<file path="src/rtl/send_dispatch_ctrl.sv">
// Transaction sequencer for the dual-channel send path: alternates stream beats
// between C0 and C1, then merges the per-channel completion pulses into one done pulse.
module send_dispatch_ctrl #(
  parameter int unsigned DATA_WD = 64,
  parameter int unsigned LEN_WD  = 32
) (
  input  logic               s_axis_aclk,
  input  logic               s_axis_aresetn,
  input  logic               start,
  input  logic               abort,
  input  logic [LEN_WD-1:0]  send_len,
  output logic               busy,
  output logic [LEN_WD-1:0]  data_cnt,
  output logic [LEN_WD-1:0]  tlast_cnt,
  output logic               err_early_last,
  output logic               s_axis_tready,
  input  logic [DATA_WD-1:0] s_axis_tdata,
  input  logic               s_axis_tlast,
  input  logic               s_axis_tvalid,
  output logic               m0_axis_tvalid,
  output logic [DATA_WD-1:0] m0_axis_tdata,
  input  logic               m0_axis_tready,
  output logic               m1_axis_tvalid,
  output logic [DATA_WD-1:0] m1_axis_tdata,
  input  logic               m1_axis_tready,
  input  logic               ch_done_C0,
  input  logic               ch_done_C1,
  output logic               o_tx_done
);

  typedef enum logic [1:0] {StIdle, StRun, StWaitDone, StDone} state_e;

  state_e              state_q, state_d;
  logic [LEN_WD-1:0]   len_q, len_d;
  logic [LEN_WD-1:0]   data_cnt_q, data_cnt_d;
  logic [LEN_WD-1:0]   tlast_cnt_q, tlast_cnt_d;
  logic                err_q, err_d;
  logic                sel_q, sel_d;
  logic                done0_q, done0_d;
  logic                done1_q, done1_d;

  logic                run_active;
  logic                beat_hs;
  logic [LEN_WD-1:0]   beat_next;
  logic                done0_now, done1_now;

  // Abort kills the input handshake in the same cycle so no beat slips through.
  assign run_active = (state_q == StRun) && !abort;
  assign beat_next  = data_cnt_q + LEN_WD'(1);
  assign done0_now  = done0_q | ch_done_C0;
  assign done1_now  = done1_q | ch_done_C1;

  always_comb begin
    s_axis_tready  = 1'b0;
    m0_axis_tvalid = 1'b0;
    m1_axis_tvalid = 1'b0;
    m0_axis_tdata  = '0;
    m1_axis_tdata  = '0;
    if (state_q == StRun) begin
      m0_axis_tdata = s_axis_tdata;
      m1_axis_tdata = s_axis_tdata;
    end
    if (run_active) begin
      m0_axis_tvalid = !sel_q && s_axis_tvalid;
      m1_axis_tvalid = sel_q && s_axis_tvalid;
      s_axis_tready  = sel_q ? m1_axis_tready : m0_axis_tready;
    end
  end

  assign beat_hs = s_axis_tvalid && s_axis_tready;

  always_comb begin
    state_d     = state_q;
    len_d       = len_q;
    data_cnt_d  = data_cnt_q;
    tlast_cnt_d = tlast_cnt_q;
    err_d       = err_q;
    sel_d       = sel_q;
    done0_d     = done0_q;
    done1_d     = done1_q;

    unique case (state_q)
      StIdle: begin
        if (start && !abort) begin
          if (send_len != '0) begin
            len_d       = send_len;
            data_cnt_d  = '0;
            tlast_cnt_d = '0;
            err_d       = 1'b0;
            sel_d       = 1'b0;
            done0_d     = 1'b0;
            // C1 has no share of a single-beat transaction.
            done1_d     = (send_len == LEN_WD'(1));
            state_d     = StRun;
          end else begin
            state_d = StDone;
          end
        end
      end
      StRun: begin
        done0_d = done0_now;
        done1_d = done1_now;
        if (beat_hs) begin
          data_cnt_d = beat_next;
          sel_d      = !sel_q;
          if (s_axis_tlast) begin
            tlast_cnt_d = tlast_cnt_q + LEN_WD'(1);
            if (beat_next < len_q) err_d = 1'b1;
          end
          if (beat_next == len_q) state_d = StWaitDone;
        end
      end
      StWaitDone: begin
        done0_d = done0_now;
        done1_d = done1_now;
        if (done0_now && done1_now) state_d = StDone;
      end
      StDone: begin
        state_d = StIdle;
      end
      default: state_d = StIdle;
    endcase

    if (abort) begin
      state_d = StIdle;
      done0_d = 1'b0;
      done1_d = 1'b0;
    end
  end

  always_ff @(posedge s_axis_aclk or negedge s_axis_aresetn) begin
    if (!s_axis_aresetn) begin
      state_q     <= StIdle;
      len_q       <= '0;
      data_cnt_q  <= '0;
      tlast_cnt_q <= '0;
      err_q       <= 1'b0;
      sel_q       <= 1'b0;
      done0_q     <= 1'b0;
      done1_q     <= 1'b0;
    end else begin
      state_q     <= state_d;
      len_q       <= len_d;
      data_cnt_q  <= data_cnt_d;
      tlast_cnt_q <= tlast_cnt_d;
      err_q       <= err_d;
      sel_q       <= sel_d;
      done0_q     <= done0_d;
      done1_q     <= done1_d;
    end
  end

  assign busy           = (state_q != StIdle);
  assign data_cnt       = data_cnt_q;
  assign tlast_cnt      = tlast_cnt_q;
  assign err_early_last = err_q;
  assign o_tx_done      = (state_q == StDone) && !abort;

endmodule

</file>
<file path="config.mk">
export PLATFORM = sky130hd
export DESIGN_NAME = send_dispatch_ctrl
export DESIGN_NICKNAME = d
export VERILOG_FILES = /design/src/rtl/send_dispatch_ctrl.sv
export SDC_FILE = /design/constraint.sdc
export NUM_CORES = 1
export LEC_CHECK = 0
export ABC_AREA = 1
export CORE_ASPECT_RATIO = 0.6
export CORE_MARGIN = 1.5
export CORE_UTILIZATION = 40
export DETAILED_ROUTE_END_ITERATION = 10
export GPL_TIMING_DRIVEN = 0
export PLACE_DENSITY = 0.78
export SYNTH_ARGS = -nofsm -noshare
export SYNTH_HDL_FRONTEND = slang
export SYNTH_SLANG_ARGS = --single-unit
</file>
<file path="constraint.sdc">
create_clock -name s_axis_aclk -period 3.8 [get_ports s_axis_aclk]
set_input_delay 0.95 -clock s_axis_aclk [delete_from_list [all_inputs] [get_ports s_axis_aclk]]
set_output_delay 0.95 -clock s_axis_aclk [all_outputs]
set_load 0.02 [all_outputs]
</file>
# Yosys cells after proc, flatten, opt, wreduce, memory -nomap -nowiden
# Index checks and enable logic that the tools add are counted.
# totals
ff_bits	102
input_bits	106
output_inout_bits	198
word_cells	82
# classes
add_sub_neg	2
n_lt_le_gt_ge	1
n_eq_ne	15
muxes	33
bitwise_logic	2
reduce_logical	21
# ops
operator	count
$mux W32	5
$pmux W32 S2	2
$add A32 B1 Y32 const B	2
$mux W64	1
$eq A32 B1 Y1 const B	1
$eq A32 B32 Y1	1
$lt A32 B32 Y1	1
$reduce_bool A32 Y1	1
$mux W1	14
$mux W2	6
$ne A3 B3 Y1 const B	4
$ne A2 B2 Y1 const B	4
$pmux W1 S2	4
$pmux W2 S4	1
$reduce_and A4 Y1	2
$logic_and A1 B1 Y1	7
$reduce_and A3 Y1	2
$reduce_and A6 Y1	1
$reduce_and A5 Y1	1
$eq A2 B2 Y1 const B	2
$reduce_bool A2 Y1	2
$ne A3 B2 Y1 const B	1
$reduce_bool A3 Y1	1
$eq A2 B1 Y1 const B	1
5 further kinds	7

# Depth between registers and ports, before layout
# Gate-level depths: netlist of run 1.
# depth
word_depth	7
mapped_depth	20
depth_no_buf	19

# Worst setup path before layout of run 1
# Ideal clock, no wire load.
# synth_timing
path_kind	reg-to-reg
from	register data_cnt_q[0] (netlist: data_cnt[0])
to	register state_q[1]
setup_ps	83
t_arrival_ps	2675
required_time_ps	3717
slack_ps	1042
path_stages_with_launch	19
n_path_buf	1
period_less_slack_ps	2758
path_cell_list	dfrtp_1 > ha_1 > buf_2 > inv_1 > nor3_2 > nand2_1 > nor2_2 > nand2_1 > o21ai_0 > inv_1 > ha_1 > nand2_1 > nor2_1 > nand2_1 > nor2_1 > a21oi_1 > nor2_1 > nand3_1 > o21ai_0
# synth_via
elab_chain_cells	4
# synth_rtl
item	line	text
start, declared	35	logic [LEN_WD-1:0] data_cnt_q, data_cnt_d;
start signal, assigned	144	data_cnt_q <= data_cnt_d;
$add A32 B1 Y32	49	assign beat_next = data_cnt_q + LEN_WD'(1);
$eq A32 B32 Y1	110	if (beat_next == len_q) state_d = StWaitDone;
$ne A3 B2 Y1 (no line)	--	
$reduce_and A4 Y1 (no line)	--	
end signal, assigned	133	state_q <= StIdle;
end signal, assigned	142	state_q <= state_d;
end, declared	33	state_e state_q, state_d;
# Every way passes these cells.
# A chain may end at the register's enable or synchronous reset.

# Worst setup path after layout of run 1
# layout_timing
from	register state_q[1]
to	output m1_axis_tdata[36]
# layout_via
elab_chain_cells	2
# layout_rtl
item	line	text
$eq A2 B1 Y1	59	if (state_q == StRun) begin
$mux W64	59	
end, declared	24	output logic [DATA_WD-1:0] m1_axis_tdata,
# Every way passes these cells.

==> results of run 1 <==
what timing repair did:
item                                   4_1_cts  5_1_grt
setup endpoints to repair                   60       26
endpoints found under the hold margin        0        0
pin swaps                                    0        0
resized for setup                            4        5
report_power, final:
part	total (mW)	leakage [nW]	switching [mW]	internal, mW
Clock	0.914	0.136	0.457	0.458
Combinational	4.21	4.23	2.40	1.81
Sequential	1.71	1.31	0.289	1.42
Total	6.83	5.68	3.14	3.69
cell usage after synthesis (all sizes together):
cell    instances  area [µm²]
nand3          44         220
nand3b         11        82.6
nand2         274        1040
or2             1        6.26
o22ai          19         181
nand4          35         225
o21ai          62         314
xnor2           2        25.0
nor3           28         150
dfrtp         102        2550
a21boi          1        11.3
inv           212         798
a21o            2        15.0
clkbuf         12        45.0
nor3b           2        15.0
xor2           17         149
o21bai          1        7.51
buf            82         599
o211ai          3        22.5
nor2          141         574
ha             38         475
a21oi          61         305
kinds of logic after synthesis:
| family | Yosys count |
|---|---|
| simple gates | 536 |
| buf+inv | 306 |
| compound gates | 149 |
| flops | 102 |
| fa+ha+maj | 38 |
| xor+xnor | 19 |
path summary, 6_finish.rpt:
kind / start / end / slack, ns / depth (start not counted)
worst min-delay path: len_q[0] / len_q[0] / 0.51 / 2
worst max register to register: data_cnt[0] / state_q[1] / 0.38 / 18
max in group asynchronous: s_axis_aresetn / data_cnt[21] / 2.54 / 2
worst min register to register: len_q[0] / len_q[0] / 0.51 / 2
min in group asynchronous: s_axis_aresetn / len_q[12] / 0.54 / 1
worst max-delay path: state_q[1] / m1_axis_tdata[36] / 0.19 / 9
cell usage in the layout (no fill, tap or decap), types with 4 or more instances in the layout:
cell,Yosys,routed
dfrtp_1,102,102
o22ai_2,10,10
buf_6,4,4
o21ai_0,51,51
inv_1,208,208
ha_1,38,38
nor3_1,26,26
clkbuf_1,12,12
nand4_1,34,34
xor2_1,17,17
o22ai_1,9,9
a21oi_1,61,61
nand3b_1,11,11
nor2_1,136,135
nand3_1,44,44
o21ai_1,10,10
nand2_1,272,272
clkdlybuf4s50_1,0,301
clkbuf_16,0,9
buf_4,67,68
buf_2,8,10
flip-flops by register name, summed over array words and instances (netlist names):
signal,flops
data_cnt,32
done0_q,1
done1_q,1
err_early_last,1
len_q,32
sel_q,1
state_q,2
tlast_cnt,32
worst reg2reg max path, stage by stage (launching register included):
cell	delay [ns]
dfrtp_1	0.50
ha_1	0.19
buf_2	0.17
inv_1	0.09
nor3_2	0.29
nand2_1	0.23
inv_1	0.09
nand4_1	0.20
xor2_1	0.25
inv_1	0.07
ha_1	0.27
inv_1	0.03
nor2_1	0.09
nand3_1	0.12
nor2_2	0.25
a21oi_1	0.11
nor2_1	0.21
nand3_1	0.09
o21ai_0	0.09
metal layers:
metal	share of wire (%)	GRT usage, %	wire length [µm]	vias up
met5	0	0	0	-
met1	50	43.1	14000	3954
li1	-	-	-	4182
met4	0.63	3.88	176	0
met3	9.6	7.16	2650	13
met2	39	37.0	10900	377
stage by stage:
step / instances / util, % / TNS [ns] / instance area [µm²] / hold slack (ns)
6_report: 1737 / 60.3 / 0 / 11500 / 0.511
5_1_grt: 1737 / 60.3 / 0 / 11500 / 0.520
4_1_cts: 1736 / 60.3 / 0 / 11500 / 0.508
3_5_place_dp: 1720 / 58.8 / 0 / 11200 / 0.488
3_3_place_gp: 1719 / 58.6 / -230.39 / 11200 / 0.480
2_1_floorplan: 1150 / - / 0 / 7820 / 0.457
area by class of cell:
class / instances / area, µm² / share of cell area, %
Antenna cell: 1 / 2.50 / 0.0217
Clock buffer: 10 / 229 / 1.99
Multi-Input combinational cell: 742 / 3830 / 33.2
Tap cell: 266 / 333 / 2.89
Buffer: 94 / 654 / 5.69
Sequential cell: 102 / 2550 / 22.2
Clock inverter: 6 / 53.8 / 0.467
Timing Repair Buffer: 304 / 3060 / 26.6
Inverter: 212 / 798 / 6.94
==> flow_metrics.py, run 1 <==
metrics = {
    "worst_setup_path": {
        "path_class": "reg2out",
        "worstPathRequired_ns": 2.85,
        "cp.arrival_ns": 2.66,
        "cp-start-kind": "register",
        "worst-path-max-fanout": 10,
        "setup.worst_path.end_class": "output port",
        "critPathMaxStageDelay_ns": 0.67,
        "worstPathCellList": "inv_1, ha_1, clkbuf_4, clkbuf_4, buf_2, nand2_1, inv_1, buf_4, clkdlybuf4s50_1",
        "path_buf_inv": 7,
        "critPathSlowestCell": "clkdlybuf4s50_1",
        "path_delay_family": "buffers and inverters",
    },
    "global_route": {
        "track_usage_pct": 27.3,
        "grt_pass1_vias": 8008,
        "grt_pass1_wl_mm": 43.4,
        "grt_start_max_net_pins": 70,
        "grt-ovfl-total": 0,
        "antenna_found_initial": 1,
    },
    "timing": {
        "post-route-min-period_ns": 3.61,
        "grt_setup_unrepaired": "no",
        "clock_skew_ns": 0.0123,
        "slew_viol_final": 0,
        "setup_ws_ns": 0.192,
        "max_freq_mhz": 277,
        "tightest_slew_ns": 0.651,
        "hold_viol_final": 0,
        "finalSetupViolCount": 0,
        "max-slew-margin-rel_pct": 56.6,
        "period_share_pct": 94.9,
    },
    "synth": {
        "synthMuxAreaShare_pct": 0,
        "ys_warn_count": 0,
        "synth-compound-area-share_pct": 11.0,
        "ys_seq_area_share_pct": 32.6,
        "netlist_instances": 1150,
        "synth_xor_area_share_pct": 2.22,
        "yosysUniqueCellTypes": 37,
        "synth-simple-area-share_pct": 29.6,
        "yosys_register_bits": 102,
        "yosys.area_share.adder_pct": 6.08,
        "syn_nets": 1294,
        "syn_area_um2": 7820,
        "synth_top_family_by_area": "simple AND/OR/NAND/NOR gates",
        "syn_avg_cell_area_um2": 6.80,
    },
    "route": {
        "wl_mm": 27.7,
        "wl_per_cell_um": 16.0,
        "drc": 0,
        "drt-initial-drc-count": 669,
        "vias_per_cell": 4.91,
        "dr.pass1.iters": 5,
        "postRouteAntennaNets": 0,
        "num_vias": 8526,
    },
    "placement": {
        "place.port_buffers": 303,
        "gp_congestion": 0.977,
        "dp_slack_ns": 0.0368,
        "hpwl_mm": 22.8,
    },
    "clock_tree": {
        "cts_hold_buf": 0,
        "cts_root_buffer": "clkbuf_16",
        "clkSinkCount": 102,
        "cts_buffers": 9,
        "cts_max_level": 3,
        "cts_tree": "built",
        "clkTransAtPathRegs_ns": 0.08,
        "postCtsSetupBuffers": 0,
        "insertion_delay_ns": 0.35,
        "cts_buffer_depth": 2,
    },
    "pwr": {
        "power_mw": 6.83,
        "power_density_nw_per_um2": 594,
        "vdd_ir_drop_max_uv": 347,
        "leakagePower_nw": 5.68,
    },
    "cells_and_area": {
        "fin_nets": 1609,
        "fillers": 1742,
        "area_growth_syn_to_layout_pct": 47.2,
        "drive_above_1_share_pct": 8.78,
    },
    "die": {
        "rows": 39,
        "fp.dieH_um": 111,
        "ioPinCount": 304,
        "core_area_um2": 19100,
        "start_util_pct": 41.0,
        "dieArea_um2": 20400,
        "die_w_um": 183,
    },
    "worst_hold_path": {
        "hold_class": "reg2reg",
    },
    "status": {
        "status": "complete, no violations",
    },
    "run": {
        "cap_violations": 0,
    },
}
Power figures use the tool's default switching activity.
==> run 2, diff against run 1 <==
Settings changed: CORE_UTILIZATION 40 to 31, PLACE_DENSITY 0.78 to 0.64.
==> run 2 against run 1 <==
Effect of this change:
- via count down 1.9%
- non-clock buffer count unchanged
- clock skew is essentially flat
- clock power increased by 12%
- core utilization fell by 13 points
- total power up 1.7%
- sequential share of layout area fell by 0.21 points
- critical endpoint is now s_axis_tready
- largest power group unchanged
- highest routed layer unchanged
==> flow_metrics.py, run 2 (same netlist as run 1, synthesis figures left out) <==
metrics = {
    "cells_and_area": {
        "stdcell_count": 1791,
        "drive_above_1_share_pct": 8.85,
        "fin_nets": 1609,
        "fillers": 2464,
        "final_common_cell": "clkdlybuf4s50_1",
        "final_cell_mix": "299 x clkdlybuf4s50_1, 272 x nand2_1, 208 x inv_1",
        "antenna_cells": 0,
        "area_growth_syn_to_layout_pct": 48.6,
        "final_util_pct": 47.5,
    },
    "route": {
        "drt-initial-drc-count": 672,
        "vias_per_cell": 4.67,
        "dr.pass1.iters": 6,
        "num_vias": 8363,
        "wl_per_cell_um": 16.2,
        "postRouteAntennaNets": 0,
        "drc": 0,
        "wl_mm": 29.0,
    },
    "clock_tree": {
        "postCtsSetupBuffers": 0,
        "cts_hold_buf": 0,
        "cts_tree": "built",
        "clkTransAtPathRegs_ns": 0.07,
        "cts_max_level": 3,
        "cts_buffers": 9,
        "clkSinkCount": 102,
        "cts_buffer_depth": 2,
        "insertion_delay_ns": 0.36,
        "cts_root_buffer": "clkbuf_16",
    },
    "global_route": {
        "grt-ovfl-total": 0,
        "grt_start_max_net_pins": 61,
        "track_usage_pct": 22.2,
        "grt_pass1_wl_mm": 45.1,
        "antenna_found_initial": 0,
        "grt_pass1_vias": 7860,
    },
    "die": {
        "ioPinCount": 304,
        "core_area_um2": 24400,
        "rows": 44,
        "start_util_pct": 32.0,
        "fp.dieH_um": 126,
        "dieArea_um2": 26200,
        "die_w_um": 208,
    },
    "placement": {
        "dp_cells": 1776,
        "gp_congestion": 0.962,
        "place.port_buffers": 303,
        "hpwl_mm": 24.0,
    },
    "status": {
        "status": "complete, no violations",
    },
    "timing": {
        "post-route-min-period_ns": 3.62,
        "finalSetupViolCount": 0,
        "hold_ws_ns": 0.502,
        "clock_skew_ns": 0.0123,
        "max_freq_mhz": 277,
        "hold_viol_final": 0,
        "max-slew-margin-rel_pct": 53.3,
        "slew_viol_final": 0,
        "grt_setup_unrepaired": "no",
        "tightest_slew_ns": 0.698,
        "period_share_pct": 95.1,
    },
    "worst_setup_path": {
        "worst-path-max-fanout": 9,
        "cp-start-kind": "primary input",
        "worstPathRequired_ns": 2.85,
        "setup.worst_path.end_class": "output port",
        "cp.arrival_ns": 2.67,
        "path_class": "in2out",
    },
    "pwr": {
        "vdd_ir_drop_max_uv": 401,
        "power_mw": 6.95,
        "leakagePower_nw": 5.74,
        "power_density_nw_per_um2": 598,
    },
    "worst_hold_path": {
        "hold_class": "reg2reg",
    },
    "run": {
        "cap_violations": 0,
    },
}
## run 2: cell types whose count changed in the layout (fill, tap and decap cells not counted), sizes merged, moves of 2 or more
cell           change
clkdlybuf4s50      -2
inv                -3
dlymetal6s2s       +2
clkbuf             +2
## run 2: worst max-delay path, stage by stage
cell	delay, ns
clkdlybuf4s50_1	0.57
inv_4	0.19
nand2_4	0.09
nor3_1	0.21
clkdlybuf4s50_1	0.65
## run 2: layout make-up
class / instances / area, µm² / area share, %
plain buffers: 94 / 653 / 5.62
clock buffers: 13 / 280 / 2.41
clock inverters: 2 / 38.8 / 0.334
inverters: 212 / 798 / 6.87
multi-input cells: 742 / 3830 / 32.9
flip-flops and latches: 102 / 2550 / 22.0
well taps: 322 / 403 / 3.47
repair buffers: 304 / 3070 / 26.4
## run 2: repair_timing
item,4_1_cts,5_1_grt
gates cloned,0,0
setup endpoints to repair,60,23
gates resized for setup,4,8
## run 2: worst paths after layout
| path | startpoint | to | slack (ns) | depth (start not counted) |
|---|---|---|---|---|
| setup / recovery | abort | s_axis_tready | 0.18 | 5 |
| min in group asynchronous | s_axis_aresetn | len_q[14] | 0.60 | 1 |
| hold / removal | len_q[0] | len_q[0] | 0.50 | 2 |
| setup reg to reg | data_cnt[0] | state_q[1] | 0.25 | 18 |
| max in group asynchronous | s_axis_aresetn | tlast_cnt[22] | 2.48 | 2 |
| hold reg to reg | len_q[0] | len_q[0] | 0.50 | 2 |
## run 2: per-stage QoR
step                      setup TNS, ns  cell area [µm²]  setup slack (ns)
after CTS                             0            11600            0.0298
after global routing                  0            11600           0.00387
after detailed placement              0            11300            0.0615
after global placement          -246.49            11300             -2.43
after floorplan                       0             7820              1.04
final                                 0            11600             0.184
## run 2: where the power goes
group	leakage (nW)	internal [mW]	switching, mW
Combinational	4.27	1.81	2.42
Clock	0.158	0.581	0.434
Sequential	1.31	1.42	0.286
Total	5.74	3.81	3.14
## run 2: routing by layer
metal	GRT usage [%]	wire length [µm]	vias up
li1	-	-	4179
met1	35.6	15400	3848
met2	28.8	11000	325
met3	6.38	2500	11
met4	3.43	159	0
met5	0	0	-
==> run 3, diff against run 2 <==
Settings changed: PLACE_DENSITY 0.64 to 0.61.
==> run 3 against run 2 <==
Effect of this change:
- count of clock-buffer cells in the layout shrank 2
- final area shrank 0.19%
- worst hold slack gained 0.0099 ns
==> flow_metrics.py, run 3 (same netlist as run 1, synthesis figures left out) <==
metrics = {
    "pwr": {
        "vdd_ir_drop_max_uv": 329,
        "leakagePower_nw": 5.68,
        "power_density_nw_per_um2": 596,
    },
    "cells_and_area": {
        "antenna_cells": 0,
        "final_cell_mix": "301 x clkdlybuf4s50_1, 272 x nand2_1, 208 x inv_1",
        "drive_above_1_share_pct": 8.98,
        "area_growth_syn_to_layout_pct": 48.3,
        "fin_nets": 1609,
        "final_common_cell": "clkdlybuf4s50_1",
        "stdcell_count": 1792,
    },
    "clock_tree": {
        "cts_buffers": 9,
        "clkSinkCount": 102,
        "cts_buffer_depth": 2,
        "insertion_delay_ns": 0.37,
        "clkTransAtPathRegs_ns": 0.07,
        "cts_tree": "built",
        "cts_max_level": 3,
        "cts_root_buffer": "clkbuf_16",
    },
    "die": {
        "rows": 44,
        "start_util_pct": 32.0,
        "ioPinCount": 304,
        "fp.dieH_um": 126,
        "core_area_um2": 24400,
        "dieArea_um2": 26200,
        "die_w_um": 208,
    },
    "global_route": {
        "track_usage_pct": 22.2,
        "antenna_found_initial": 0,
        "grt_start_max_net_pins": 62,
        "grt_pass1_vias": 7882,
        "grt-ovfl-total": 0,
        "grt_pass1_wl_mm": 45.3,
    },
    "route": {
        "wl_per_cell_um": 16.3,
        "met3_length_mm": 2.31,
        "drt-initial-drc-count": 783,
        "dr.pass1.iters": 5,
        "vias_per_cell": 4.66,
        "met2_length_mm": 11.2,
        "postRouteAntennaNets": 0,
        "wl_mm": 29.2,
        "wl_met1_mm": 15.5,
        "top_layer_used": "met4",
        "drc": 0,
        "num_vias": 8353,
    },
    "worst_setup_path": {
        "path_class": "reg2out",
        "path_delay_family": "buffers and inverters",
        "path_buf_inv": 7,
        "cp.arrival_ns": 2.69,
        "critPathMaxStageDelay_ns": 0.64,
        "worstPathRequired_ns": 2.85,
        "setup.worst_path.end_class": "output port",
        "worstPathCellList": "inv_1, ha_1, buf_2, clkbuf_4, buf_2, nand2_1, inv_1, buf_4, clkdlybuf4s50_1",
        "worst-path-max-fanout": 10,
        "cp-start-kind": "register",
        "critPathSlowestCell": "clkdlybuf4s50_1",
    },
    "timing": {
        "tns_ns": 0,
        "max_freq_mhz": 275,
        "period_share_pct": 95.8,
        "post-route-min-period_ns": 3.64,
        "slew_viol_final": 0,
        "clock_skew_ns": 0.0133,
        "tightest_slew_ns": 0.649,
        "finalSetupViolCount": 0,
        "hold_viol_final": 0,
        "max-slew-margin-rel_pct": 56.7,
    },
    "worst_hold_path": {
        "hold_class": "reg2reg",
    },
    "placement": {
        "place.port_buffers": 303,
        "gp_congestion": 0.967,
        "hpwl_mm": 24.1,
        "dp_cells": 1776,
    },
    "status": {
        "status": "complete, no violations",
    },
    "run": {
        "cap_violations": 0,
    },
}
## run 3: final timing paths
kind | from | endpoint | slack (ns) | cells after the start
setup / recovery | state_q[1] | m1_axis_tdata[53] | 0.16 | 9
hold / removal | len_q[0] | len_q[0] | 0.51 | 2
setup reg to reg | data_cnt[0] | state_q[0] | 0.29 | 18
hold reg to reg | len_q[0] | len_q[0] | 0.51 | 2
max in group asynchronous | s_axis_aresetn | len_q[24] | 2.48 | 2
min in group asynchronous | s_axis_aresetn | len_q[14] | 0.59 | 1
## run 3: per-stage QoR
stage	power (mW)	area, µm²	hold slack [ns]	utilization (%)	setup WS [ns]
global placement	5.89	11300	0.481	46.0	-2.51
floorplan	4.05	7820	0.457	-	1.04
detailed placement	5.93	11300	0.491	46.1	0.137
finish	6.91	11600	0.512	47.4	0.159
global route	7.40	11600	0.539	47.4	-0.0128
CTS	6.98	11600	0.509	47.4	0.0626
## run 3: routing by layer
layer / track usage, % / vias up
met2: 29.2 / 314
li1: - / 4186
met1: 35.9 / 3844
met3: 5.46 / 9
met4: 3.39 / 0
met5: 0 / -
## run 3: timing repair
item | CTS | global route
buffers inserted | 0 | 0
hold buffers | 0 | 0
setup endpoints to repair | 60 | 24
resized for setup | 4 | 6
## run 3: final cells by class
| class | count | area, µm² |
|---|---|---|
| Buffer | 94 | 653 |
| Clock buffer | 11 | 253 |
| Clock inverter | 5 | 56.3 |
| Fill cell | 2514 | 12800 |
| Inverter | 212 | 798 |
| Multi-Input combinational cell | 742 | 3830 |
| Sequential cell | 102 | 2550 |
| Tap cell | 322 | 403 |
| Timing Repair Buffer | 304 | 3060 |
## run 3: worst reg2reg max path, stage by stage (launching register included)
cell and delay [ns]:
dfrtp_1 0.48, ha_1 0.18, buf_2 0.18, inv_1 0.09, nor3_2 0.28, nand2_1 0.21
inv_1 0.10, nand4_1 0.22, xor2_1 0.28, inv_1 0.07, ha_1 0.27, inv_1 0.03
nor2_1 0.09, nand3_1 0.13, nor2_2 0.28, a21oi_1 0.11, nor2_1 0.24, nor2_1 0.07
a21oi_1 0.12
## run 3: where the power goes
| part | leakage [nW] | internal, mW | switching (mW) |
|---|---|---|---|
| combinational | 4.22 | 1.81 | 2.41 |
| sequential | 1.31 | 1.42 | 0.280 |
| clock | 0.152 | 0.548 | 0.449 |
